## config.mk

```make
export PLATFORM = sky130hd
export DESIGN_NAME = digit_entry_ctrl
export DESIGN_NICKNAME = d
export VERILOG_FILES = /design/src/rtl/digit_entry_ctrl_pkg.sv /design/src/rtl/digit_entry_ctrl_blink_timer.sv /design/src/rtl/digit_entry_ctrl.sv
export SDC_FILE = /design/constraint.sdc
export NUM_CORES = 1
export LEC_CHECK = 0
export BUFFER_PORTS_ARGS = -buffer_cell sky130_fd_sc_hd__buf_2
export CORE_MARGIN = 1.5
export CORE_UTILIZATION = 55
export DETAILED_ROUTE_END_ITERATION = 6
export PLACE_DENSITY_LB_ADDON = 0.2
export SETUP_SLACK_MARGIN = 0.05
export SYNTH_ARGS = -nofsm -noshare
export SYNTH_HDL_FRONTEND = slang
export SYNTH_SLANG_ARGS = --single-unit
```

## constraint.sdc

```tcl
create_clock -name clk -period 5.01 [get_ports clk]
set_clock_uncertainty 0.15 [all_clocks]
set_input_delay 0.2505 -clock clk [delete_from_list [all_inputs] [get_ports clk]]
set_output_delay 0.2505 -clock clk [all_outputs]
set_load 0.02 [all_outputs]
```

## src/rtl/digit_entry_ctrl_pkg.sv

```systemverilog
// Shared definitions for the keypad digit-entry controller: display size,
// command key codes and controller state encoding.
package digit_entry_ctrl_pkg;

  localparam int NUM_DIGITS = 8;

  localparam logic [3:0] KEY_BKSP = 4'hA;
  localparam logic [3:0] KEY_CLR  = 4'hB;
  localparam logic [3:0] KEY_ENT  = 4'hC;

  typedef enum logic [1:0] {
    ST_ENTRY = 2'd0,
    ST_DONE  = 2'd1,
    ST_ERR   = 2'd2
  } state_t;

  function automatic logic is_digit(input logic [3:0] code);
    return code <= 4'd9;
  endfunction

endpackage

```

## src/rtl/digit_entry_ctrl_blink_timer.sv

```systemverilog
// Free-running half-period divider for the error blink; tick marks the last
// cycle of each half-period, phase flips on that edge.
module digit_entry_ctrl_blink_timer #(
  parameter int DIV = 25_000_000
) (
  input  logic clk,
  input  logic rst_n,
  input  logic clr,
  input  logic en,
  output logic phase,
  output logic tick
);

  localparam int CW = (DIV > 1) ? $clog2(DIV) : 1;

  logic [CW-1:0] cnt_q;

  assign tick = en & (cnt_q == CW'(DIV - 1));

  always_ff @(posedge clk or negedge rst_n) begin
    if (!rst_n) begin
      cnt_q <= '0;
      phase <= 1'b0;
    end else if (clr) begin
      cnt_q <= '0;
      phase <= 1'b0;
    end else if (en) begin
      if (tick) begin
        cnt_q <= '0;
        phase <= ~phase;
      end else begin
        cnt_q <= cnt_q + CW'(1);
      end
    end
  end

endmodule

```

## src/rtl/digit_entry_ctrl.sv

```systemverilog
// Keypad-driven digit buffer for the 8-digit seven-segment display path,
// with backspace/clear/enter commands and a timed blinking overflow error.
//
// state    | meaning
// ST_ENTRY | editing the buffer, digits shift in at digit0
// ST_DONE  | value committed, buffer held until next digit or clear
// ST_ERR   | overflow, display blinks until timeout or clear
module digit_entry_ctrl
  import digit_entry_ctrl_pkg::*;
#(
  parameter int BLINK_DIV   = 25_000_000,
  parameter int ERR_TOGGLES = 4
) (
  input  logic                    clk,
  input  logic                    rst_n,
  input  logic [3:0]              key_code,
  input  logic                    key_valid,
  output logic [4*NUM_DIGITS-1:0] data8,
  output logic [NUM_DIGITS-1:0]   blank,
  output logic [4*NUM_DIGITS-1:0] committed,
  output logic                    commit_pulse,
  output logic [3:0]              digit_count,
  output logic                    err
);

  localparam int DW = 4 * NUM_DIGITS;
  localparam int TW = $clog2(ERR_TOGGLES + 1);

  state_t        state_q, state_d;
  logic [DW-1:0] data_q, data_d;
  logic [DW-1:0] committed_q, committed_d;
  logic [3:0]    count_q, count_d;
  logic          pulse_q, pulse_d;
  logic [TW-1:0] tog_q, tog_d;
  logic          kv_q;
  logic          ev, in_err, phase, tick;
  logic [3:0]    eff_count;

  assign ev     = key_valid & ~kv_q;
  assign in_err = (state_q == ST_ERR);

  digit_entry_ctrl_blink_timer #(.DIV(BLINK_DIV)) u_blink_timer (
    .clk   (clk),
    .rst_n (rst_n),
    .clr   (~in_err),
    .en    (in_err),
    .phase (phase),
    .tick  (tick)
  );

  always_ff @(posedge clk or negedge rst_n) begin
    if (!rst_n) begin
      state_q     <= ST_ENTRY;
      data_q      <= '0;
      committed_q <= '0;
      count_q     <= '0;
      pulse_q     <= 1'b0;
      tog_q       <= '0;
      kv_q        <= 1'b0;
    end else begin
      state_q     <= state_d;
      data_q      <= data_d;
      committed_q <= committed_d;
      count_q     <= count_d;
      pulse_q     <= pulse_d;
      tog_q       <= tog_d;
      kv_q        <= key_valid;
    end
  end

  always_comb begin
    state_d     = state_q;
    data_d      = data_q;
    committed_d = committed_q;
    count_d     = count_q;
    pulse_d     = 1'b0;
    tog_d       = in_err ? tog_q : '0;
    case (state_q)
      ST_ENTRY: begin
        if (ev) begin
          if (is_digit(key_code)) begin
            if (count_q == 4'(NUM_DIGITS)) begin
              state_d = ST_ERR;
            end else if (count_q != 4'd0 || key_code != 4'd0) begin
              // a leading zero on an empty buffer is swallowed
              data_d  = {data_q[DW-5:0], key_code};
              count_d = count_q + 4'd1;
            end
          end else if (key_code == KEY_BKSP) begin
            if (count_q != 4'd0) begin
              data_d  = data_q >> 4;
              count_d = count_q - 4'd1;
            end
          end else if (key_code == KEY_CLR) begin
            data_d  = '0;
            count_d = '0;
          end else if (key_code == KEY_ENT) begin
            committed_d = data_q;
            pulse_d     = 1'b1;
            state_d     = ST_DONE;
          end
        end
      end
      ST_DONE: begin
        if (ev) begin
          if (is_digit(key_code)) begin
            data_d  = DW'(key_code);
            count_d = {3'b000, key_code != 4'd0};
            state_d = ST_ENTRY;
          end else if (key_code == KEY_CLR) begin
            data_d  = '0;
            count_d = '0;
            state_d = ST_ENTRY;
          end
        end
      end
      ST_ERR: begin
        if (ev && key_code == KEY_CLR) begin
          data_d  = '0;
          count_d = '0;
          state_d = ST_ENTRY;
        end else if (tick) begin
          if (tog_q == TW'(ERR_TOGGLES - 1)) begin
            tog_d   = '0;
            state_d = ST_ENTRY;
          end else begin
            tog_d = tog_q + TW'(1);
          end
        end
      end
      default: state_d = ST_ENTRY;
    endcase
  end

  // digit0 stays lit even when empty so the display reads 0
  assign eff_count = (count_q == 4'd0) ? 4'd1 : count_q;

  always_comb begin
    blank = '1;
    for (int i = 0; i < NUM_DIGITS; i++) begin
      blank[i] = (i >= int'(eff_count));
    end
    if (in_err && phase) blank = '1;
  end

  assign data8        = data_q;
  assign committed    = committed_q;
  assign commit_pulse = pulse_q;
  assign digit_count  = count_q;
  assign err          = in_err;

endmodule
```

==> metrics.txt, run 1 <==
status complete, no violations; top post-synthesis cells by count dfrtp_1, nand2_1, nor2_1; main flop type after synthesis dfrtp_1; setup TNS 0 ns; CP Capture Type register; IO Port Bufs between 80 and 90; Critical R2R Capture data8[28]; die outline height 96.7 um; Placed Cells 663; max cap viols 0; Least-Margin Pin Slew between 1 and 1.5 ns; Final Setup Violations 0; Fillers 740; CTS tree built; RSZ-0062 raised after global routing no; DRT iter0 DRCs roughly 300; CTS root buffer clkbuf_8; hold_buf cts 2; Hold Path Class in -> reg; met3 layer usage reported by global route 5.06%; critical path launch point type register; cts bufs inserted 9; WL per Instance about 17 um; Syn Std Cell Area about 4800 um2; Initial Util between 50% and 60%; Slew Viols, Final 0; Multi-input gate area around 2100 um2; Post-synth ARST share 100%; max_slew headroom 32.7%; GRT met2 Usage about 40%; buffer count from post-CTS setup fixing 0; final std cells w/o fill between 600 and 700; H-tree Lvls 3; clk_lat worst skew about 0.37 ns; clock sink total 101; beginning of the critical path digit_count[1]; post-synth top area share a little over half; final antenna-violating net count 0; vias in the first global route between 3000 and 4000; DR DRC count 0; Most Crowded Layer GR met2; Die Area slightly above 9000 um2; leakage around 2.7 nW; number of synthesized register bits roughly 100; Netlist cell types 51; DR vias/cell 5.99; Syn Nets a little over 500; VDD IR max 443 uV; cell accounting for the most synthesized area dfrtp_1; crit path kind reg -> reg; # rows 34; clk slew on worst S/H paths 0.10 ns; Net Switching 1.10 mW; internal power ~1.5 mW; most common cell in the netlist dfrtp_1; Core Box Area around 8600 um2; Worst Path Max Fanout 30; Final Hold Fails 0; Tcrit/Tclk final 61.7%; Critical Path AT between 3 and 4 ns; syn_area_per_cell 9.70 um2; Max Fclk between 0.3 and 0.4 GHz; total area of sequential cells around 2500 um2; vias just over 4000; Longest Clk Path Bufs 2; Final Net Count 583; Resize count post-CTS 0; final RePlAce weighted congestion just under 0.9; ANT cells 0; drt total wl roughly 11 mm; Mapped Cells around 500; largest net degree at the start of global routing 60; Worst EP required roughly 5.1 ns; clock share of power 21.9%; Logic pwr share between 30% and 40%; worst reg2reg startpoint digit_count[1]; Die X between 90 and 100 um; time the worst path needs with I/O delays and setup just over 3 ns; Setup crit end data8[28]; synth-to-layout area growth 14.6%; fraction of layout cells with a size suffix above 1 about a fifth; placed wire-length estimate 7.57 mm; Sequential Power Share between 40% and 50%; Ys Warns 0; First-pass DRT Iterations 5; total track usage 24.9%; initial antenna violation count 0; r2r setup slk around 1.9 ns; I/O pins 85; Reg2Reg Depth 7; PwrDens 478 nW/um2; top cells by area, synth dfrtp_1, nand2_1, o2bb2ai_1; GR Overflow Total 0; sequential area share after synthesis 52.3%; Post-synth EDFFs 0; first-pass GRT wire length around 19 mm; sw frac just over 40%; GR Util met1 ~36%
per-stage QoR:
step           power, mW  worst slack, ns  util (%)  instance area, um2  hold WS [ns]
2_1_floorplan       1.76             2.46         -                4830        -0.195
3_3_place_gp        2.05             2.02      61.3                5300         0.215
3_5_place_dp        2.07             1.96      61.3                5300         0.221
4_1_cts             2.65             1.94      64.1                5540         0.139
5_1_grt             2.80             1.76      64.1                5540         0.155
6_report            2.65             1.92      64.1                5540         0.142
power by group through the flow:
stage | Combinational, mW | Clock (mW) | Sequential, mW
final | 0.955 | 0.579 | 1.11
after global placement | 0.934 | 0 | 1.12
after floorplan | 0.574 | 0 | 1.19
after CTS | 0.952 | 0.588 | 1.11
after detailed placement | 0.946 | 0 | 1.13
after global routing | 1.04 | 0.622 | 1.13
how the worst min path moves through the flow:
stage                           start                      end  slack (ns)  cells after the start
final                     key_code[3]                 data8[3]        0.14                      3
after detailed placement        rst_n  u_blink_timer.cnt_q[18]        0.22                      1
after floorplan                 rst_n             commit_pulse       -0.20                      0
after CTS                 key_code[3]                 data8[3]        0.14                      3
after global routing      key_code[3]                 data8[3]        0.15                      3
after global placement          rst_n  u_blink_timer.cnt_q[20]        0.22                      1
critical path, cell delays in order (launching register included):
cell	delay (ns)
dfrtp_1	0.54
inv_1	0.10
ha_1	0.28
nand2_1	0.10
nor3_1	0.05
a221o_1	0.37
or4_1	0.99
a32o_1	0.40
cell families after synthesis:
kind of cell / synth area share (%)
flops: 52.3
fa+ha+maj: 2.07
xor+xnor: 4.35
compound gates: 16.4
buf+inv: 3.75
mux: 0.414
simple gates: 20.7
area by class of cell:
type,count,share of cell area [%]
Sequential cell,101,45.6
Multi-Input combinational cell,353,38.4
Timing Repair Buffer,91,8.68
Tap cell,108,2.44
Clock buffer,10,2.30
Clock inverter,6,1.72
Inverter,12,0.813
routing by layer:
metal | wire length (um) | vias to the layer above | part of all wire (%)
met5 | 0 | - | 0
met4 | 93 | 0 | 0.82
met3 | 691 | 12 | 6.1
met2 | 5270 | 138 | 47
met1 | 5270 | 2011 | 46
li1 | - | 1917 | -
registers in the layout, indices dropped and copies added, names as in the netlist:
name	flops
commit_pulse	1
tog_q	3
committed	32
kv_q	1
u_blink_timer.phase	1
data8	32
state_q	2
digit_count	4
u_blink_timer.cnt_q	25
cell usage in the layout (no fill, tap or decap), drive strengths merged, types with 6 or more instances in the layout:
| master | Yosys | routed |
|---|---|---|
| inv | 12 | 14 |
| ha | 8 | 8 |
| nand3 | 37 | 37 |
| buf | 13 | 89 |
| nand4 | 7 | 7 |
| nor2 | 47 | 47 |
| clkbuf | 19 | 10 |
| o2bb2ai | 25 | 25 |
| nand2 | 87 | 87 |
| a32o | 6 | 6 |
| dfrtp | 101 | 101 |
| o21ai | 16 | 16 |
| nor4 | 7 | 7 |
| xnor2 | 19 | 19 |
| a22oi | 24 | 24 |
Note: power is estimated with default switching activity, not from simulation.
==> inputs of run 2 (changes only) <==
--- a/config.mk
+++ b/config.mk
@@ -7,7 +7,7 @@
 export LEC_CHECK = 0
 export BUFFER_PORTS_ARGS = -buffer_cell sky130_fd_sc_hd__buf_2
 export CORE_MARGIN = 1.5
-export CORE_UTILIZATION = 55
+export CORE_UTILIZATION = 51
 export DETAILED_ROUTE_END_ITERATION = 6
 export PLACE_DENSITY_LB_ADDON = 0.2
 export SETUP_SLACK_MARGIN = 0.05
==> constraint.sdc (replaced) <==
create_clock -name clk -period 2.6 [get_ports clk]
set_clock_uncertainty 0.15 [all_clocks]
set_input_delay 0.13 -clock clk [delete_from_list [all_inputs] [get_ports clk]]
set_output_delay 0.13 -clock clk [all_outputs]
set_load 0.02 [all_outputs]
==> run 2 against run 1 <==
Net effect:
- clock power up 78%
- fmax up 28%
- via count down 0.29%
- routed wire length up 1.7%
- first-iteration DRC count down 31%
- critical endpoint is now digit_count[2]
- largest cell class unchanged
- largest power group unchanged
- highest routed layer unchanged
==> metrics.txt, run 2 (synthesis results as in run 1) <==
status complete, no violations; Critical Path AT 2.52 ns (-0.68 ns); Worst EP required 2.71 ns (-2.41 ns); DR DRC count 0 (unchanged); final RePlAce weighted congestion 0.872 (-2.3%); first-pass GRT wire length 18.9 mm (-1.2%); DRT iter0 DRCs 207 (-31%); max cap viols 0 (unchanged); GR Overflow Total 0 (unchanged); Final Net Count 595 (+2.1%); total area of sequential cells 2530 um2 (about the same); Final Hold Fails 0 (unchanged); # rows 35 (+2.9%); Core Box Area 9200 um2 (+6.5%); clock sink total 101 (unchanged); Multi-input gate area 2130 um2 (+0.18%); synth-to-layout area growth 16.6%; Hold Path Class in -> reg; clk slew on worst S/H paths 0.10 ns (about the same); Min Hold Slack 0.0368 ns (-0.106 ns); final setup margin 0.188 ns (-1.73 ns); fraction of layout cells with a size suffix above 1 21.7% (+2.2 points); r2r setup slk 0.19 ns (-1.73 ns); PwrDens 914 nW/um2 (+91%); Max Fclk 0.415 GHz (+28%); final antenna-violating net count 0 (unchanged); CTS root buffer clkbuf_8; total track usage 23.9% (-1.0 points); largest net degree at the start of global routing 64 (+6.7%); Longest Clk Path Bufs 2 (unchanged); met3 layer usage reported by global route 5.29% (+0.23 points); Die X 100 um (+3.7%); clk_lat worst skew 0.37 ns (about the same); First-pass DRT Iterations 5 (unchanged); Initial Util 52.5% (-3.4 points); cts bufs inserted 9 (unchanged); Tcrit/Tclk final 92.8% (+31 points); drt total wl 11.5 mm (+1.7%); time the worst path needs with I/O delays and setup 2.41 ns (-0.679 ns); total power 5.15 mW (+95%); CP bufs+invs 2 (+1); pre-CTS setup slack 0.105 ns (-1.85 ns); I/O pins 85 (unchanged); vias 4066 (-0.29%); CTS tree built; crit-path cells inv_1, ha_1, nand2_1, nor3_1, a221o_1, or4_1, buf_6, a32o_1; RSZ-0062 raised after global routing no; placed wire-length estimate 7.85 mm (+3.6%); initial antenna violation count 0 (unchanged); Worst Path Max Fanout 30 (unchanged); Slew Viols, Final 0 (unchanged); delay-heaviest family, CP simple AND/OR/NAND/NOR gates; setup TNS 0 ns (unchanged); ANT cells 0 (unchanged); Least-Margin Pin Slew 0.681 ns (-0.329 ns); GRT met2 Usage 37.8% (-1.8 points); vias in the first global route 3833 (+0.16%); slowest cell on the critical path or4_1; crit path kind reg -> reg; leakage 2.73 nW (+2.3%); Placed Cells 678 (+2.3%); most common cell after layout, fill and taps aside dfrtp_1; Fillers 799 (+8.0%); max_slew headroom 54.3% (+22 points); IO Port Bufs 84 (unchanged); critical path launch point type register; DR vias/cell 5.84 (-2.4%); VDD IR max 626 uV (+41%); final std cells w/o fill 696 (+2.2%); GR Util met1 32.6% (-3.4 points); CP Capture Type register; WL per Instance 16.5 um (-0.53%); Final Setup Violations 0 (unchanged); most frequent cells in the layout dfrtp_1, nand2_1, buf_2, nor2_1, nand3_1; H-tree Lvls 3 (unchanged); Most Crowded Layer GR met2; Die Area 10100 um2 (+7.6%); die outline height 100 um (+3.7%); crit-path max cell delay 0.56 ns (-0.43 ns)
==> run 2: layer usage <==
| metal | wire length (um) | share of wire (%) | up-vias |
|---|---|---|---|
| li1 | - | - | 1946 |
| met1 | 5170 | 45 | 1980 |
| met2 | 5520 | 48 | 120 |
| met3 | 611 | 5.3 | 20 |
| met4 | 211 | 1.8 | 0 |
| met5 | 0 | 0 | - |
==> run 2: layout make-up <==
cell class	count	share of cell area, %
multi-input cells	353	37.8
flip-flops and latches	101	44.9
clock buffers	9	2.20
repair buffers	103	10.4
well taps	111	2.47
clock inverters	7	1.42
inverters	12	0.799
==> run 2: worst reg2reg max path: stages, from the launching register on <==
cell	delay, ns
dfrtp_2	0.37
inv_1	0.06
ha_1	0.21
nand2_1	0.07
nor3_1	0.06
a221o_1	0.39
or4_1	0.56
buf_6	0.21
a32o_1	0.23
==> run 2: worst paths after layout <==
path                       cells after the start                     end            from
setup / recovery                               8          digit_count[2]  digit_count[0]
hold / removal                                 3                data8[3]     key_code[3]
setup reg to reg                               8          digit_count[2]  digit_count[0]
hold reg to reg                                2           committed[17]   committed[17]
max in group asynchronous                      3           committed[12]           rst_n
min in group asynchronous                      2  u_blink_timer.cnt_q[4]           rst_n
==> run 2: report_power, final <==
group	total (mW)	leakage (nW)	switching [mW]	internal (mW)
registers	2.11	1.38	0.311	1.80
logic	2.01	1.25	1.29	0.724
clock network	1.03	0.102	0.568	0.459
total	5.15	2.73	2.16	2.98
==> run 2: through the flow <==
step | area (um2) | utilization, %
6_report | 5630 | 61.3
5_1_grt | 5630 | 61.3
4_1_cts | 5630 | 61.2
3_5_place_dp | 5400 | 58.7
3_3_place_gp | 5400 | 58.7
2_1_floorplan | 4830 | -
==> run 2: timing repair <==
| item | in CTS | in global routing |
|---|---|---|
| hold buffers | 2 | 0 |
| endpoints found under the hold margin | 39 | 0 |
| setup endpoints to repair | 0 | 8 |
| setup buffers | 0 | 0 |
| gates resized for setup | 0 | 2 |
